$ cat src/rtl/fpu_pkg.sv
// fpu_pkg: shared definitions for the FPU request arbiter slice.
//   - arb_state_t : arbiter sequencing states
//   - ST_*        : FPU core status codes (passed through unchanged)
//   - EXP_W, MANT_W, BIAS, FLT_W : custom float format (1 sign, 6 exp, 25 mant)
package fpu_pkg;

  typedef enum logic [1:0] {
    S_IDLE,
    S_ISSUE,
    S_WAIT,
    S_RESP
  } arb_state_t;

  localparam logic [3:0] ST_EXACT   = 4'b0001;
  localparam logic [3:0] ST_OVF     = 4'b0011;
  localparam logic [3:0] ST_UNF     = 4'b0111;
  localparam logic [3:0] ST_INEXACT = 4'b1111;
  localparam logic [3:0] ST_TIMEOUT = 4'b0100;

  localparam int unsigned EXP_W  = 6;
  localparam int unsigned MANT_W = 25;
  localparam int unsigned BIAS   = 31;
  localparam int unsigned FLT_W  = 1 + EXP_W + MANT_W;

endpackage

$ cat src/rtl/rr_picker.sv
// rr_picker: combinational round-robin search.
//   req       : request lines, one per requester
//   rr_ptr    : index with highest priority this round
//   grant_idx : first set bit of req at or above rr_ptr, wrapping modulo N_REQ
//   grant_vld : high when any request is set
module rr_picker
  import fpu_pkg::*;
#(
  parameter int unsigned N_REQ = 4,
  parameter int unsigned ID_W  = 2
) (
  input  logic [N_REQ-1:0] req,
  input  logic [ID_W-1:0]  rr_ptr,
  output logic [ID_W-1:0]  grant_idx,
  output logic             grant_vld
);

  int unsigned     idx;
  logic [ID_W-1:0] sel;

  always_comb begin
    grant_vld = 1'b0;
    grant_idx = '0;
    idx       = 0;
    sel       = '0;
    for (int unsigned k = 0; k < N_REQ; k++) begin
      idx = (32'(rr_ptr) + k) % N_REQ;
      sel = ID_W'(idx);
      if (!grant_vld && req[sel]) begin
        grant_vld = 1'b1;
        grant_idx = sel;
      end
    end
  end

endmodule

$ cat src/rtl/fpu_req_arbiter.sv
// fpu_req_arbiter: shares one custom-float FPU core among N_REQ requesters.
// One operation is outstanding at a time: IDLE picks a round-robin winner and
// latches its operands, ISSUE pulses fpu_start/req_ack, WAIT holds for
// fpu_done, RESP presents the result on a valid/ready port.
//
// Ports:
//   clock, reset          : rising-edge clock, synchronous active-high reset
//   req, req_op_a/b       : per-requester request and packed 32-bit operands
//   req_ack               : one-cycle pulse to the granted requester
//   fpu_start, fpu_op_a/b : issue pulse and registered operands to the core
//   fpu_done/data/status  : core completion, result and status
//   resp_valid/ready      : response handshake
//   resp_data/status/id   : result, status and answered requester index
//   busy                  : high in every state except IDLE
//
// Optional feature: define FPU_REQ_ARB_TIMEOUT_EN to enable a WAIT watchdog
// that answers with resp_data=0 / ST_TIMEOUT after TIMEOUT_CYCLES.
module fpu_req_arbiter
  import fpu_pkg::*;
#(
  parameter int unsigned N_REQ          = 4,
  parameter int unsigned ID_W           = 2,
  parameter int unsigned TIMEOUT_CYCLES = 64
) (
  input  logic                   clock,
  input  logic                   reset,
  input  logic [N_REQ-1:0]       req,
  input  logic [N_REQ*FLT_W-1:0] req_op_a,
  input  logic [N_REQ*FLT_W-1:0] req_op_b,
  output logic [N_REQ-1:0]       req_ack,
  output logic                   fpu_start,
  output logic [FLT_W-1:0]       fpu_op_a,
  output logic [FLT_W-1:0]       fpu_op_b,
  input  logic                   fpu_done,
  input  logic [FLT_W-1:0]       fpu_data,
  input  logic [3:0]             fpu_status,
  output logic                   resp_valid,
  input  logic                   resp_ready,
  output logic [FLT_W-1:0]       resp_data,
  output logic [3:0]             resp_status,
  output logic [ID_W-1:0]        resp_id,
  output logic                   busy
);

  arb_state_t      state;
  logic [ID_W-1:0] rr_ptr;
  logic [ID_W-1:0] cur_id;
  logic [ID_W-1:0] grant_idx;
  logic            grant_vld;

`ifdef FPU_REQ_ARB_TIMEOUT_EN
  localparam int unsigned WD_W = $clog2(TIMEOUT_CYCLES + 1);
  logic [WD_W-1:0] wd_cnt;
`else
  logic [31:0] unused_timeout;
  assign unused_timeout = TIMEOUT_CYCLES;
`endif

  rr_picker #(
    .N_REQ (N_REQ),
    .ID_W  (ID_W)
  ) u_picker (
    .req       (req),
    .rr_ptr    (rr_ptr),
    .grant_idx (grant_idx),
    .grant_vld (grant_vld)
  );

  always_ff @(posedge clock) begin
    if (reset) begin
      state       <= S_IDLE;
      rr_ptr      <= '0;
      cur_id      <= '0;
      req_ack     <= '0;
      fpu_start   <= 1'b0;
      fpu_op_a    <= '0;
      fpu_op_b    <= '0;
      resp_valid  <= 1'b0;
      resp_data   <= '0;
      resp_status <= '0;
      resp_id     <= '0;
      busy        <= 1'b0;
`ifdef FPU_REQ_ARB_TIMEOUT_EN
      wd_cnt      <= '0;
`endif
    end else begin
      // Issue pulses are high only for the single ISSUE cycle.
      fpu_start <= 1'b0;
      req_ack   <= '0;
      unique case (state)
        S_IDLE: begin
          if (grant_vld) begin
            fpu_op_a  <= req_op_a[32'(grant_idx) * FLT_W +: FLT_W];
            fpu_op_b  <= req_op_b[32'(grant_idx) * FLT_W +: FLT_W];
            cur_id    <= grant_idx;
            fpu_start <= 1'b1;
            req_ack   <= N_REQ'(1) << grant_idx;
            busy      <= 1'b1;
            state     <= S_ISSUE;
          end
        end
        S_ISSUE: begin
          state <= S_WAIT;
`ifdef FPU_REQ_ARB_TIMEOUT_EN
          wd_cnt <= '0;
`endif
        end
        S_WAIT: begin
          if (fpu_done) begin
            resp_data   <= fpu_data;
            resp_status <= fpu_status;
            resp_id     <= cur_id;
            resp_valid  <= 1'b1;
            state       <= S_RESP;
          end
`ifdef FPU_REQ_ARB_TIMEOUT_EN
          // Fires at the end of the TIMEOUT_CYCLES-th WAIT cycle; a done in
          // that same cycle takes the branch above instead.
          else if (wd_cnt == WD_W'(TIMEOUT_CYCLES - 1)) begin
            resp_data   <= '0;
            resp_status <= ST_TIMEOUT;
            resp_id     <= cur_id;
            resp_valid  <= 1'b1;
            state       <= S_RESP;
          end else begin
            wd_cnt <= wd_cnt + 1'b1;
          end
`endif
        end
        S_RESP: begin
          if (resp_ready) begin
            resp_valid <= 1'b0;
            busy       <= 1'b0;
            rr_ptr     <= (cur_id == ID_W'(N_REQ - 1)) ? '0 : cur_id + 1'b1;
            state      <= S_IDLE;
          end
        end
        default: state <= S_IDLE;
      endcase
    end
  end

endmodule

$ cat config.mk
export PLATFORM = sky130hd
export DESIGN_NAME = fpu_req_arbiter
export DESIGN_NICKNAME = d
export VERILOG_FILES = /design/src/rtl/fpu_pkg.sv /design/src/rtl/rr_picker.sv /design/src/rtl/fpu_req_arbiter.sv
export SDC_FILE = /design/constraint.sdc
export NUM_CORES = 1
export LEC_CHECK = 0
export ABC_CLOCK_PERIOD_IN_PS = 1640
export CAP_MARGIN = 0
export CORE_AREA = 2 2 161 163
export CTS_BUF_LIST = sky130_fd_sc_hd__clkbuf_16
export CTS_CLUSTER_SIZE = 10
export DETAILED_ROUTE_END_ITERATION = 10
export DIE_AREA = 0 0 163 165
export MAX_ROUTING_LAYER = met4
export PLACE_DENSITY = 0.65
export REMOVE_ABC_BUFFERS = 1
export SYNTH_ARGS = -nofsm -noshare
export SYNTH_HDL_FRONTEND = slang
export SYNTH_SLANG_ARGS = --single-unit
$ cat constraint.sdc
create_clock -name clock -period 1.64 [get_ports clock]
set_clock_uncertainty 0.2 [all_clocks]
set_input_delay 0.164 -clock clock [delete_from_list [all_inputs] [get_ports clock]]
set_output_delay 0.164 -clock clock [all_outputs]
set_load 0.05 [all_outputs]
==> flow_metrics.tcl <==
set metrics [dict create \
    tns_ns -17.88 \
    grt_overflow 0 \
    start_util_pct 24.30 \
    arrival_ns 2.10 \
    fin_crit_sh_pct 122.2 \
    status "finished with violations" \
    syn_area_per_cell_um2 8.594 \
    slew_viol_final 0 \
    die_w_um 163 \
    seq_area_frac_synth_pct 37.84 \
    insertion_delay_ns 0.41 \
    antenna_found_initial 1 \
    min_period_ns 2.003 \
    setup_violations 86 \
    violations "setup timing" \
    drc 0 \
    ys_warn_count 0 \
    die_y_um 165 \
    cts_sinks 115 \
    slew-limit-headroom_pct 53.01 \
    synthCells 708 \
    worst_hold_path_type "input pin to flip-flop" \
    p_leak_uw 0.005059 \
    cts-buffers-inserted 17 \
    layout_common_cells "clkdlybuf4s50_1, buf_4, dfxtp_1" \
    rsz0062_at_grt "true" \
    cp_slowest_cell "dfxtp_4" \
    synthDistinctLibCells 43 \
    ir_worst_vdd_v 0.0006328 \
    grt_first_pass_wirelength_mm 41.85 \
    crit_path_end_kind "flip-flop" \
    viasPerCell 5.062 \
    cts_buffer_depth 2 \
    io_buffers 408 \
    die_area_um2 26900 \
    cap_violations 0 \
    finalWorstSetupSlack_ns -0.3634 \
    hold_viol 0 \
    vias 7649 \
    drt_iter0_markers 364 \
    grt_max_degree 45 \
    ys_async_sr_fraction_pct 0 \
    finalWirelength_mm 31.62 \
    drive_gt1_share_pct 38.14 \
    ys_seq_elements 115 \
    worstSetupStartpointType "flip-flop" \
    max_freq_mhz 499.2 \
    rows 58 \
    cp_max_fo 7 \
    drt-wirelength-per-cell_um 20.93 \
    place_congestion 0.8377 \
    syn2layout_area_growth_pct 117.6 \
    netlist_area_um2 6085 \
    cts_root_buf "clkbuf_16" \
    grt_pass1_vias 7427 \
    drt_pass1_iterations 6 \
    grtUsageTotal_pct 21.00 \
    power_density_nw_per_um2 1281 \
    tightestPinTransition_ns 0.7048 \
    core_um2 25040 \
    path_clk_slew_ns 0.07 \
    ioPinCount 409 \
    ant_nets 0 \
    cts_tree "yes" \
    whs_path_depth 3 \
    max_stage_delay_ns 0.37 \
    layout.nets 1471 \
    synth_ff_type "dfxtp_1" \
    htreeDepth 4 \
    worstPathCellList "nor2b_4 -> nor4_2 -> buf_4 -> or2_4 -> buf_12 -> clkbuf_16 -> a211oi_2 -> o31ai_1" \
    final_common_cell "clkdlybuf4s50_1" \
    rr_worst_depth 8 \
    dpl_worst_slack_ns -0.8956 \
    crit_type "flip-flop to flip-flop" \
    required_ns 1.74 \
    ctsHoldBuffers 0 \
    synth_edf_count 0 \
    hpwl_mm 20.45 \
]
## stage by stage
| stage | power [µW] | util [%] | std cells | instance area [µm²] | hold WS (ns) |
|---|---|---|---|---|---|
| CTS | 15960 | 47.56 | 1484 | 11910 | 0.06414 |
| global placement | 11370 | 42.87 | 1438 | 10730 | 0.2368 |
| global route | 17680 | 52.89 | 1511 | 13240 | 0.09751 |
| detailed placement | 11430 | 42.87 | 1438 | 10730 | 0.2443 |
| floorplan | 8003 | - | 633 | 5687 | 0.03307 |
| finish | 16960 | 52.89 | 1511 | 13240 | 0.1033 |
## worst paths after layout
kind | startpoint | endpoint | slack [ns]
worst max register to register | rr_ptr[0] | fpu_op_b[24] | -0.36
worst min register to register | fpu_op_b[4] | fpu_op_b[4] | 0.26
worst min-delay path | fpu_data[3] | resp_data[3] | 0.10
worst max-delay path | rr_ptr[0] | fpu_op_b[24] | -0.36
## layer usage
metal / wire [µm] / track usage (%)
met5: 0 / -
met4: 705 / 6.034
met3: 2072 / 4.545
met2: 16160 / 36.75
met1: 12680 / 24.22
## final cells by class
class	count	area [µm²]
antenna	1	2.502
clock buffer	17	425.4
clock inverter	15	182.7
fill	2267	11790
inverter	5	18.77
multi-input combinational	514	4418
sequential	115	2310
tap	330	412.9
timing repair buffer	514	5473
## cell usage after synthesis (2+ instances only)
cell | instances | share of area (%)
a211oi_1 | 55 | 6.8
a21oi_1 | 42 | 3.5
a41oi_1 | 29 | 4.2
and2_1 | 30 | 3.1
buf_1 | 3 | 0.19
buf_2 | 39 | 3.2
buf_6 | 7 | 1.3
clkbuf_1 | 24 | 1.5
dfxtp_1 | 115 | 38
ha_1 | 4 | 0.82
inv_1 | 4 | 0.25
mux2i_1 | 44 | 7.2
nand2_1 | 123 | 7.6
nand3_1 | 2 | 0.16
nand4_1 | 29 | 3.0
nor2_1 | 9 | 0.56
nor2b_1 | 3 | 0.31
nor2b_2 | 2 | 0.29
nor3_1 | 3 | 0.25
nor3b_1 | 54 | 6.7
o211ai_1 | 31 | 3.8
o211ai_2 | 3 | 0.62
o21ai_0 | 2 | 0.16
o221ai_1 | 6 | 0.86
o31ai_1 | 27 | 3.3
## sequential cells by signal (all words and copies together) (netlist names)
signal	cells
fpu_start	1
resp_id	2
cur_id	2
resp_data	32
rr_ptr	2
req_ack	4
resp_valid	1
busy	1
fpu_op_a	32
state	2
resp_status	4
fpu_op_b	32
## repair_timing
action | in CTS | in global routing
setup buffers | 7 | 9
pin swaps | 9 | 72
resized for setup | 63 | 209
gates cloned | 7 | 18
endpoints found under the setup margin | 110 | 111
## power breakdown
part,switching [µW],internal (µW)
clock,1620,2310
sequential,426,3520
combinational,5250,3840
total,7290,9670
## logic make-up (layout without fill, tap and decap cells)
kind of cell | Yosys count | in the layout | synth area share (%)
AOI/OAI and AO/OA | 202 | 202 | 24.18
adders and majority gates | 4 | 4 | 0.8226
buffers and inverters | 80 | 551 | 6.848
DFF | 115 | 115 | 37.84
muxes | 44 | 44 | 7.238
other | 0 | 1 | 0
and+or+nand+nor | 263 | 264 | 23.07
## worst max-delay path, delay by kind of cell, from the launching register on
kind	cells	cell delay (ns)
buffers and inverters	3	0.48
flip-flops	1	0.37
AND/OR/NAND/NOR	3	0.51
AO/OA/AOI/OAI	2	0.33
(Power assumes the default switching activity.)
